**config.mk**
```make
export PLATFORM = sky130hd
export DESIGN_NAME = ad1_serial_reader
export DESIGN_NICKNAME = d
export VERILOG_FILES = /design/src/rtl/ad1_serial_reader.sv
export SDC_FILE = /design/constraint.sdc
export NUM_CORES = 1
export LEC_CHECK = 0
export ABC_CLOCK_PERIOD_IN_PS = 2350
export BUFFER_PORTS_ARGS = -buffer_cell sky130_fd_sc_hd__buf_2
export CAP_MARGIN = 20
export CORE_ASPECT_RATIO = 1.5
export CORE_UTILIZATION = 57
export DETAILED_ROUTE_END_ITERATION = 8
export GPL_ROUTABILITY_DRIVEN = 0
export PLACE_DENSITY = 0.78
export SKIP_LAST_GASP = 1
export SYNTH_ARGS = -nofsm -noshare
export SYNTH_HDL_FRONTEND = slang
export SYNTH_HIERARCHICAL = 1
export SYNTH_SLANG_ARGS = --single-unit
```
**constraint.sdc**
```tcl
create_clock -name clk_in -period 2.35 [get_ports clk_in]
set_input_delay 0 -clock clk_in [delete_from_list [all_inputs] [get_ports clk_in]]
set_output_delay 0 -clock clk_in [all_outputs]
set_load 0.1 [all_outputs]
```
**src/rtl/ad1_serial_reader.sv**
```systemverilog
// Pmod AD1 receive controller: frames nCS/SCLK and shifts two converter
// channels in parallel, returning both 12-bit samples with a DONE strobe.

module ad1_lane #(
  parameter int FRAME_BITS = 16
) (
  input  logic                  clk_in,
  input  logic                  rst,
  input  logic                  clr,
  input  logic                  shift_en,
  input  logic                  sdata,
  output logic [FRAME_BITS-1:0] shreg
);
  always_ff @(posedge clk_in) begin
    if (rst || clr)    shreg <= '0;
    else if (shift_en) shreg <= {shreg[FRAME_BITS-2:0], sdata};
  end
endmodule

module ad1_serial_reader #(
  parameter int CLK_DIV    = 4,
  parameter int FRAME_BITS = 16,
  parameter int DATA_W     = 12,
  parameter int QUIET_CYC  = 8
) (
  input  logic              clk_in,
  input  logic              rst,
  input  logic              START,
  input  logic              SDATA1,
  input  logic              SDATA2,
  output logic              nCS,
  output logic              SCLK,
  output logic [DATA_W-1:0] DATA1,
  output logic [DATA_W-1:0] DATA2,
  output logic              DONE,
  output logic              BUSY,
  output logic              FMT_ERR
);
  localparam int NUM_LANES = 2;
  localparam int CNT_MAX   = (CLK_DIV > QUIET_CYC) ? CLK_DIV : QUIET_CYC;
  localparam int CNT_W     = $clog2(CNT_MAX) + 1;
  localparam int BIT_W     = $clog2(FRAME_BITS) + 1;
  localparam logic [CNT_W-1:0] DIV_LAST   = CNT_W'(CLK_DIV - 1);
  localparam logic [CNT_W-1:0] QUIET_LAST = CNT_W'(QUIET_CYC - 1);
  localparam logic [BIT_W-1:0] BIT_LAST   = BIT_W'(FRAME_BITS - 1);
  // Bits above the sample field must read back as zero from a healthy converter
  localparam logic [FRAME_BITS-1:0] LEAD_MASK = {FRAME_BITS{1'b1}} << DATA_W;

  typedef enum logic [1:0] {IDLE, SETUP, SHIFT, QUIET} state_t;

  state_t                                 state_q, state_d;
  logic [CNT_W-1:0]                       div_q, div_d;
  logic [BIT_W-1:0]                       bit_q, bit_d;
  logic                                   sclk_q, sclk_d;
  logic                                   ncs_q, ncs_d;
  logic                                   busy_q, busy_d;
  logic                                   done_q, done_d;
  logic                                   fmt_q, fmt_d;
  logic [NUM_LANES-1:0][DATA_W-1:0]       data_q, data_d;
  logic [NUM_LANES-1:0][FRAME_BITS-1:0]   shreg;
  logic [NUM_LANES-1:0]                   sdata;
  logic [FRAME_BITS-1:0]                  lead;
  logic                                   clr, shift_en;

  assign sdata = {SDATA2, SDATA1};

  for (genvar l = 0; l < NUM_LANES; l++) begin : g_lane
    ad1_lane #(.FRAME_BITS(FRAME_BITS)) u_lane (
      .clk_in  (clk_in),
      .rst     (rst),
      .clr     (clr),
      .shift_en(shift_en),
      .sdata   (sdata[l]),
      .shreg   (shreg[l])
    );
  end

  always_comb begin
    state_d  = state_q;
    div_d    = div_q;
    bit_d    = bit_q;
    sclk_d   = sclk_q;
    ncs_d    = ncs_q;
    busy_d   = busy_q;
    done_d   = 1'b0;
    fmt_d    = fmt_q;
    data_d   = data_q;
    lead     = '0;
    clr      = 1'b0;
    shift_en = 1'b0;
    case (state_q)
      IDLE: if (START) begin
        state_d = SETUP;
        ncs_d   = 1'b0;
        busy_d  = 1'b1;
        div_d   = '0;
        clr     = 1'b1;
      end
      SETUP: if (div_q == DIV_LAST) begin
        state_d = SHIFT;
        sclk_d  = 1'b0;
        div_d   = '0;
        bit_d   = '0;
      end else begin
        div_d = div_q + CNT_W'(1);
      end
      SHIFT: if (div_q != DIV_LAST) begin
        div_d = div_q + CNT_W'(1);
      end else begin
        div_d = '0;
        // Sample on the edge that raises SCLK: data has settled a full low phase
        if (!sclk_q) begin
          sclk_d   = 1'b1;
          shift_en = 1'b1;
        end else if (bit_q == BIT_LAST) begin
          state_d = QUIET;
          ncs_d   = 1'b1;
          done_d  = 1'b1;
          for (int l = 0; l < NUM_LANES; l++) begin
            data_d[l] = shreg[l][DATA_W-1:0];
            lead      = lead | (shreg[l] & LEAD_MASK);
          end
          fmt_d = |lead;
        end else begin
          sclk_d = 1'b0;
          bit_d  = bit_q + BIT_W'(1);
        end
      end
      QUIET: if (div_q == QUIET_LAST) begin
        state_d = IDLE;
        busy_d  = 1'b0;
      end else begin
        div_d = div_q + CNT_W'(1);
      end
      default: state_d = IDLE;
    endcase
  end

  always_ff @(posedge clk_in) begin
    if (rst) begin
      state_q <= IDLE;
      div_q   <= '0;
      bit_q   <= '0;
      sclk_q  <= 1'b1;
      ncs_q   <= 1'b1;
      busy_q  <= 1'b0;
      done_q  <= 1'b0;
      fmt_q   <= 1'b0;
      data_q  <= '0;
    end else begin
      state_q <= state_d;
      div_q   <= div_d;
      bit_q   <= bit_d;
      sclk_q  <= sclk_d;
      ncs_q   <= ncs_d;
      busy_q  <= busy_d;
      done_q  <= done_d;
      fmt_q   <= fmt_d;
      data_q  <= data_d;
    end
  end

  assign nCS     = ncs_q;
  assign SCLK    = sclk_q;
  assign DATA1   = data_q[0];
  assign DATA2   = data_q[1];
  assign DONE    = done_q;
  assign BUSY    = busy_q;
  assign FMT_ERR = fmt_q;
endmodule

```
==> out/qor.yml, run 1 <==
cts_resized: 0
grt_first_pass_wirelength_um: 8970
clock_latency_ps: 340
vias_per_cell: 5.22
htreeDepth: 3
p_per_area_nw_per_um2: 842
slew_violations: 0
yosysUniqueCellTypes: 44
use_met1_pct: 21.9
io_buffers: 33
core_area_um2: 5080
drive_gt1_share_pct: 17.5
die_w_um: 61.2
seqPwrFrac_pct: 44.6
startpoint: "bit_q[0]"
comb_power_share_pct: 18.4
synth_edf_count: 0
first_pass_iters: 4
critPathMaxFanout: 7
final.setup_skew_ps: 7.49
fin_crit_sh_pct: 83.1
synthArstFlopShare_pct: 0
synth_area_um2: 3000
ys_ff_latch: 72
use_met2_pct: 37.9
start_util_pct: 59.0
antenna_found_initial: 0
grt_util_met3_pct: 6.45
switching_share_pct: 28.8
cp-end-kind: "flip-flop"
numCtsBuffers: 9
nFillCells: 444
vdd_drop_max_uv: 442
cts_tree: "built"
clkTransAtPathRegs_ps: 70
mostFrequentLayoutCell: "dfxtp_1"
yosysSeqAreaShare_pct: 48.1
worstSetupPathType: "reg -> reg"
routedWlPerCell_um: 12.5
grt-busiest-layer: "met2"
final.setup.worst_slack_ps: 397
fin_crit_ps: 1950
die-area_um2: 5560
nets: 369
cts-hold-fix-buffers: 2
syn_avg_cell_area_um2: 9.25
setup_violations: 0
syn_to_final_growth_pct: 13.5
dp.final_hpwl_um: 3680
chipHeight_um: 90.8
p_leak_nw: 1.23
instances_no_fill: 429
tightestPinTransition_ps: 547
start_kind: "flip-flop"
hp-class: "in -> reg"
drt-total-wl_um: 5350
dpl_worst_slack_ps: 437
finalPower_mw: 2.87
utilization_pct: 66.9
place_area_um2: 3160
crit_arrival_ps: 2170
cp.required_ps: 2560
drc: 0
diodes: 0
final_cell_mix: "dfxtp_1, nand2_1, nor2_1, mux2i_1, buf_2"
hp-start: "START"
dpl.cell_count: 411
synth_ff_type: "dfxtp_1"
postCtsSetupBuffers: 0
clock_tree.root_cell: "clkbuf_8"
status: "finished clean"
grt_max_degree: 33
clk_path_buf_depth: 2
antenna_left: 0
rsz0062_at_grt: "no"
r2r-start: "bit_q[0]"
p_sw_mw: 0.825
overflow: 0
std_cell_rows: 32
finalHoldViolations: 0
clockPowerShare_pct: 37.0
setup_tns_ps: 0
clock-sinks: 72
ys.warnings.count: 6
track_usage_pct: 21.6
whs_ps: 19.4
drv_cap: 0
internal_power_mw: 2.04
pin_count: 34
slew_headroom_pct: 63.5
fmax_mhz: 512
first_iter_violations: 88
grt_pass1_vias: 2144
synth_nets: 337
synthesis.instances: 324
final_area_um2: 3400
dr_total_vias: 2240
[final timing paths]
kind / endpoint / slack [ps] / depth (start not counted)
setup / recovery: bit_q[4] / 400 / 7
hold / removal: nCS / 20 / 3
setup reg to reg: bit_q[4] / 400 / 7
hold reg to reg: DATA1[4] / 450 / 2
[cell families (layout without fill, tap and decap cells)]
kind of cell | count (synthesis) | in the layout | share of synthesized area, %
buf+inv | 25 | 62 | 5.68
flops | 72 | 72 | 48.1
mux | 35 | 35 | 11.7
compound gates | 52 | 52 | 11.4
fa+ha+maj | 8 | 8 | 3.34
simple gates | 132 | 132 | 19.8
[Yosys cell counts, types with 2 or more instances]
cell,count,area share [%]
a31oi_1,2,0.42
nand2_1,53,6.6
clkbuf_1,5,0.63
o21ai_1,2,0.33
buf_6,8,3.0
nor3_1,2,0.33
inv_1,5,0.63
nor4_1,2,0.42
nor2b_1,5,1.0
a21oi_1,32,5.3
nand3b_1,3,0.75
dfxtp_1,72,48
o21ai_0,2,0.33
mux2i_1,35,12
and2_1,3,0.63
buf_4,3,0.75
nand3_1,6,1.0
nand2b_1,4,0.83
nor2_1,44,5.5
clkbuf_2,2,0.33
ha_1,8,3.3
buf_2,2,0.33
or2_1,3,0.63
[layout make-up]
type,instances,area (um^2),area share [%]
Timing Repair Buffer,41,243,7.13
Inverter,5,18.8,0.551
Clock buffer,11,141,4.15
Multi-Input combinational cell,227,1390,41.0
Tap cell,68,85.1,2.50
Clock inverter,5,80.1,2.35
Sequential cell,72,1440,42.4
[power groups by stage]
stage                     Combinational [mW]  Sequential, mW  Clock [mW]
final                                  0.527            1.28        1.06
after global routing                   0.576            1.28        1.14
after CTS                              0.525            1.28        1.09
after detailed placement               0.520            1.31           0
after global placement                 0.502            1.30           0
after floorplan                        0.364            1.38           0
[layer usage]
| metal | up-vias | part of all wire, % |
|---|---|---|
| met5 | - | 0 |
| met4 | 0 | 1.8 |
| met3 | 8 | 3.1 |
| met2 | 33 | 55 |
| met1 | 1043 | 40 |
| li1 | 1156 | - |
[state kept, by name, indices dropped and copies added, names as in the netlist]
| register | flops |
|---|---|
| BUSY | 1 |
| DATA1 | 12 |
| DATA2 | 12 |
| DONE | 1 |
| FMT_ERR | 1 |
| SCLK | 1 |
| bit_q | 5 |
| div_q | 4 |
| g_lane.u_lane/shreg | 32 |
| nCS | 1 |
| state_q | 2 |
[critical path, cell delays in order, from the launching register on]
cell and delay [ps]:
dfxtp_1 340, ha_1 220, and3_1 190, ha_1 190, nand3b_1 280, a21oi_4 330
mux2i_1 230, nor2_1 60
Note: power is estimated with default switching activity, not from simulation.
==> run 2, diff against run 1 <==
- ABC_CLOCK_PERIOD_IN_PS: 2350 -> 2000
- clock period: 2.35 -> 2 ns (I/O delays scaled with it)
==> out/qor.yml, run 2 (synthesis gave the netlist of run 1 again) <==
status: "finished clean"
crit_slowest_cell: "dfxtp_2"
p_sw_mw: 1.02
htreeDepth: 3
core_area_um2: 5080
pin_count: 34
utilization_pct: 67.3
final.setup_skew_ps: 6.96
grt_pass1_vias: 2145
postCtsSetupBuffers: 0
std_cell_rows: 32
antenna_left: 0
chipHeight_um: 90.8
first_pass_iters: 5
clockPowerShare_pct: 37.5
seqPwrFrac_pct: 44.1
drive_gt1_share_pct: 18.6
track_usage_pct: 22.4
top_register: "g_lane.u_lane/shreg"
slew_violations: 0
crit_buf_inv: 0
finalHoldViolations: 0
vias_per_cell: 5.21
largest_reg_flops: 32
tightestPinTransition_ps: 559
rsz0062_at_grt: "no"
die-area_um2: 5560
io_buffers: 33
overflow: 0
dp.final_hpwl_um: 3610
final_cell_mix: "dfxtp_1, nand2_1, nor2_1, mux2i_1, buf_2"
internal_power_mw: 2.38
cp-end-kind: "flip-flop"
fin_crit_sh_pct: 93.6
clock-sinks: 72
clock_latency_ps: 360
crit_chain: "ha_2, and3_1, ha_1, nand3b_1, a21oi_4, mux2i_1, nor2_1"
worstSetupPathType: "reg -> reg"
diodes: 0
numCtsBuffers: 9
die_w_um: 61.2
vdd_drop_max_uv: 679
hp-class: "in -> reg"
start_util_pct: 59.0
critPathMaxFanout: 7
p_per_area_nw_per_um2: 991
max_stage_delay_ps: 340
dr_total_vias: 2234
clkTransAtPathRegs_ps: 70
grt_max_degree: 33
start_kind: "flip-flop"
syn_to_final_growth_pct: 14.2
critical-path-top-delay-family: "simple AND/OR/NAND/NOR gates"
clock_tree.root_cell: "clkbuf_8"
drt-total-wl_um: 5490
mostFrequentLayoutCell: "dfxtp_1"
drc: 0
comb_power_share_pct: 18.4
slew_headroom_pct: 62.8
routedWlPerCell_um: 12.8
cp.required_ps: 2230
antenna_found_initial: 0
crit_arrival_ps: 2100
first_iter_violations: 95
setup_tns_ps: 0
cts_tree: "built"
drv_cap: 0
fmax_mhz: 534
p_leak_nw: 1.23
setup_violations: 0
finalPower_mw: 3.39
grt_first_pass_wirelength_um: 9160
whs_ps: 98.7
nets: 370
switching_share_pct: 30.0
fin_crit_ps: 1870
clk_path_buf_depth: 2
run 2: changes by cell type in the layout (fill, tap and decap cells not counted):
cell      before  now
dfxtp_1       72   70
dfxtp_2        0    2
inv_6          0    2
buf_12         1    2
clkbuf_1       1    0
clkbuf_8      10    9
clkinv_2       1    0
ha_1           8    7
ha_2           0    1
run 2: worst reg2reg max path, stage by stage, from the launching register on:
cell,delay (ps)
dfxtp_2,340
ha_2,190
and3_1,190
ha_1,190
nand3b_1,270
a21oi_4,300
mux2i_1,220
nor2_1,50
run 2: worst paths after layout:
check	startpoint	to	slack (ps)	cells past startpoint
setup / recovery	bit_q[0]	bit_q[1]	130	7
hold reg to reg	DATA2[7]	DATA2[7]	450	2
setup reg to reg	bit_q[0]	bit_q[1]	130	7
hold / removal	START	nCS	100	4
run 2: repair_timing:
item                       4_1_cts  5_1_grt
resized for setup                0        2
setup endpoints to repair        0        5
hold endpoints to repair         2        0
hold buffers                     2        0
run 2: power by group through the flow:
stage               clock, mW  sequential, mW  combinational [mW]
global route             1.34            1.50               0.688
floorplan                   0            1.62               0.427
CTS                      1.29            1.50               0.623
finish                   1.27            1.50               0.623
detailed placement          0            1.53               0.616
global placement            0            1.53               0.604
run 2: final cells by class:
type,count,area [um^2]
inverters,5,18.8
fillers,446,1660
clock inverters,6,92.6
multi-input cells,227,1400
flip-flops and latches,72,1440
repair buffers,42,263
clock buffers,9,124
well taps,68,85.1
run 2: layer usage:
layer	track usage, %	routed length (um)	vias up
met2	38.4	2980	44
li1	-	-	1155
met3	4.30	172	12
met4	15.0	123	0
met5	0	0	-
met1	23.3	2220	1023
run 2: per-stage QoR:
step	setup slack (ps)	instances	instance area (um^2)
after floorplan	221	324	3000
after global placement	153	412	3180
after detailed placement	90.7	412	3180
after CTS	47.0	429	3420
after global routing	19.0	429	3420
final	128	429	3420
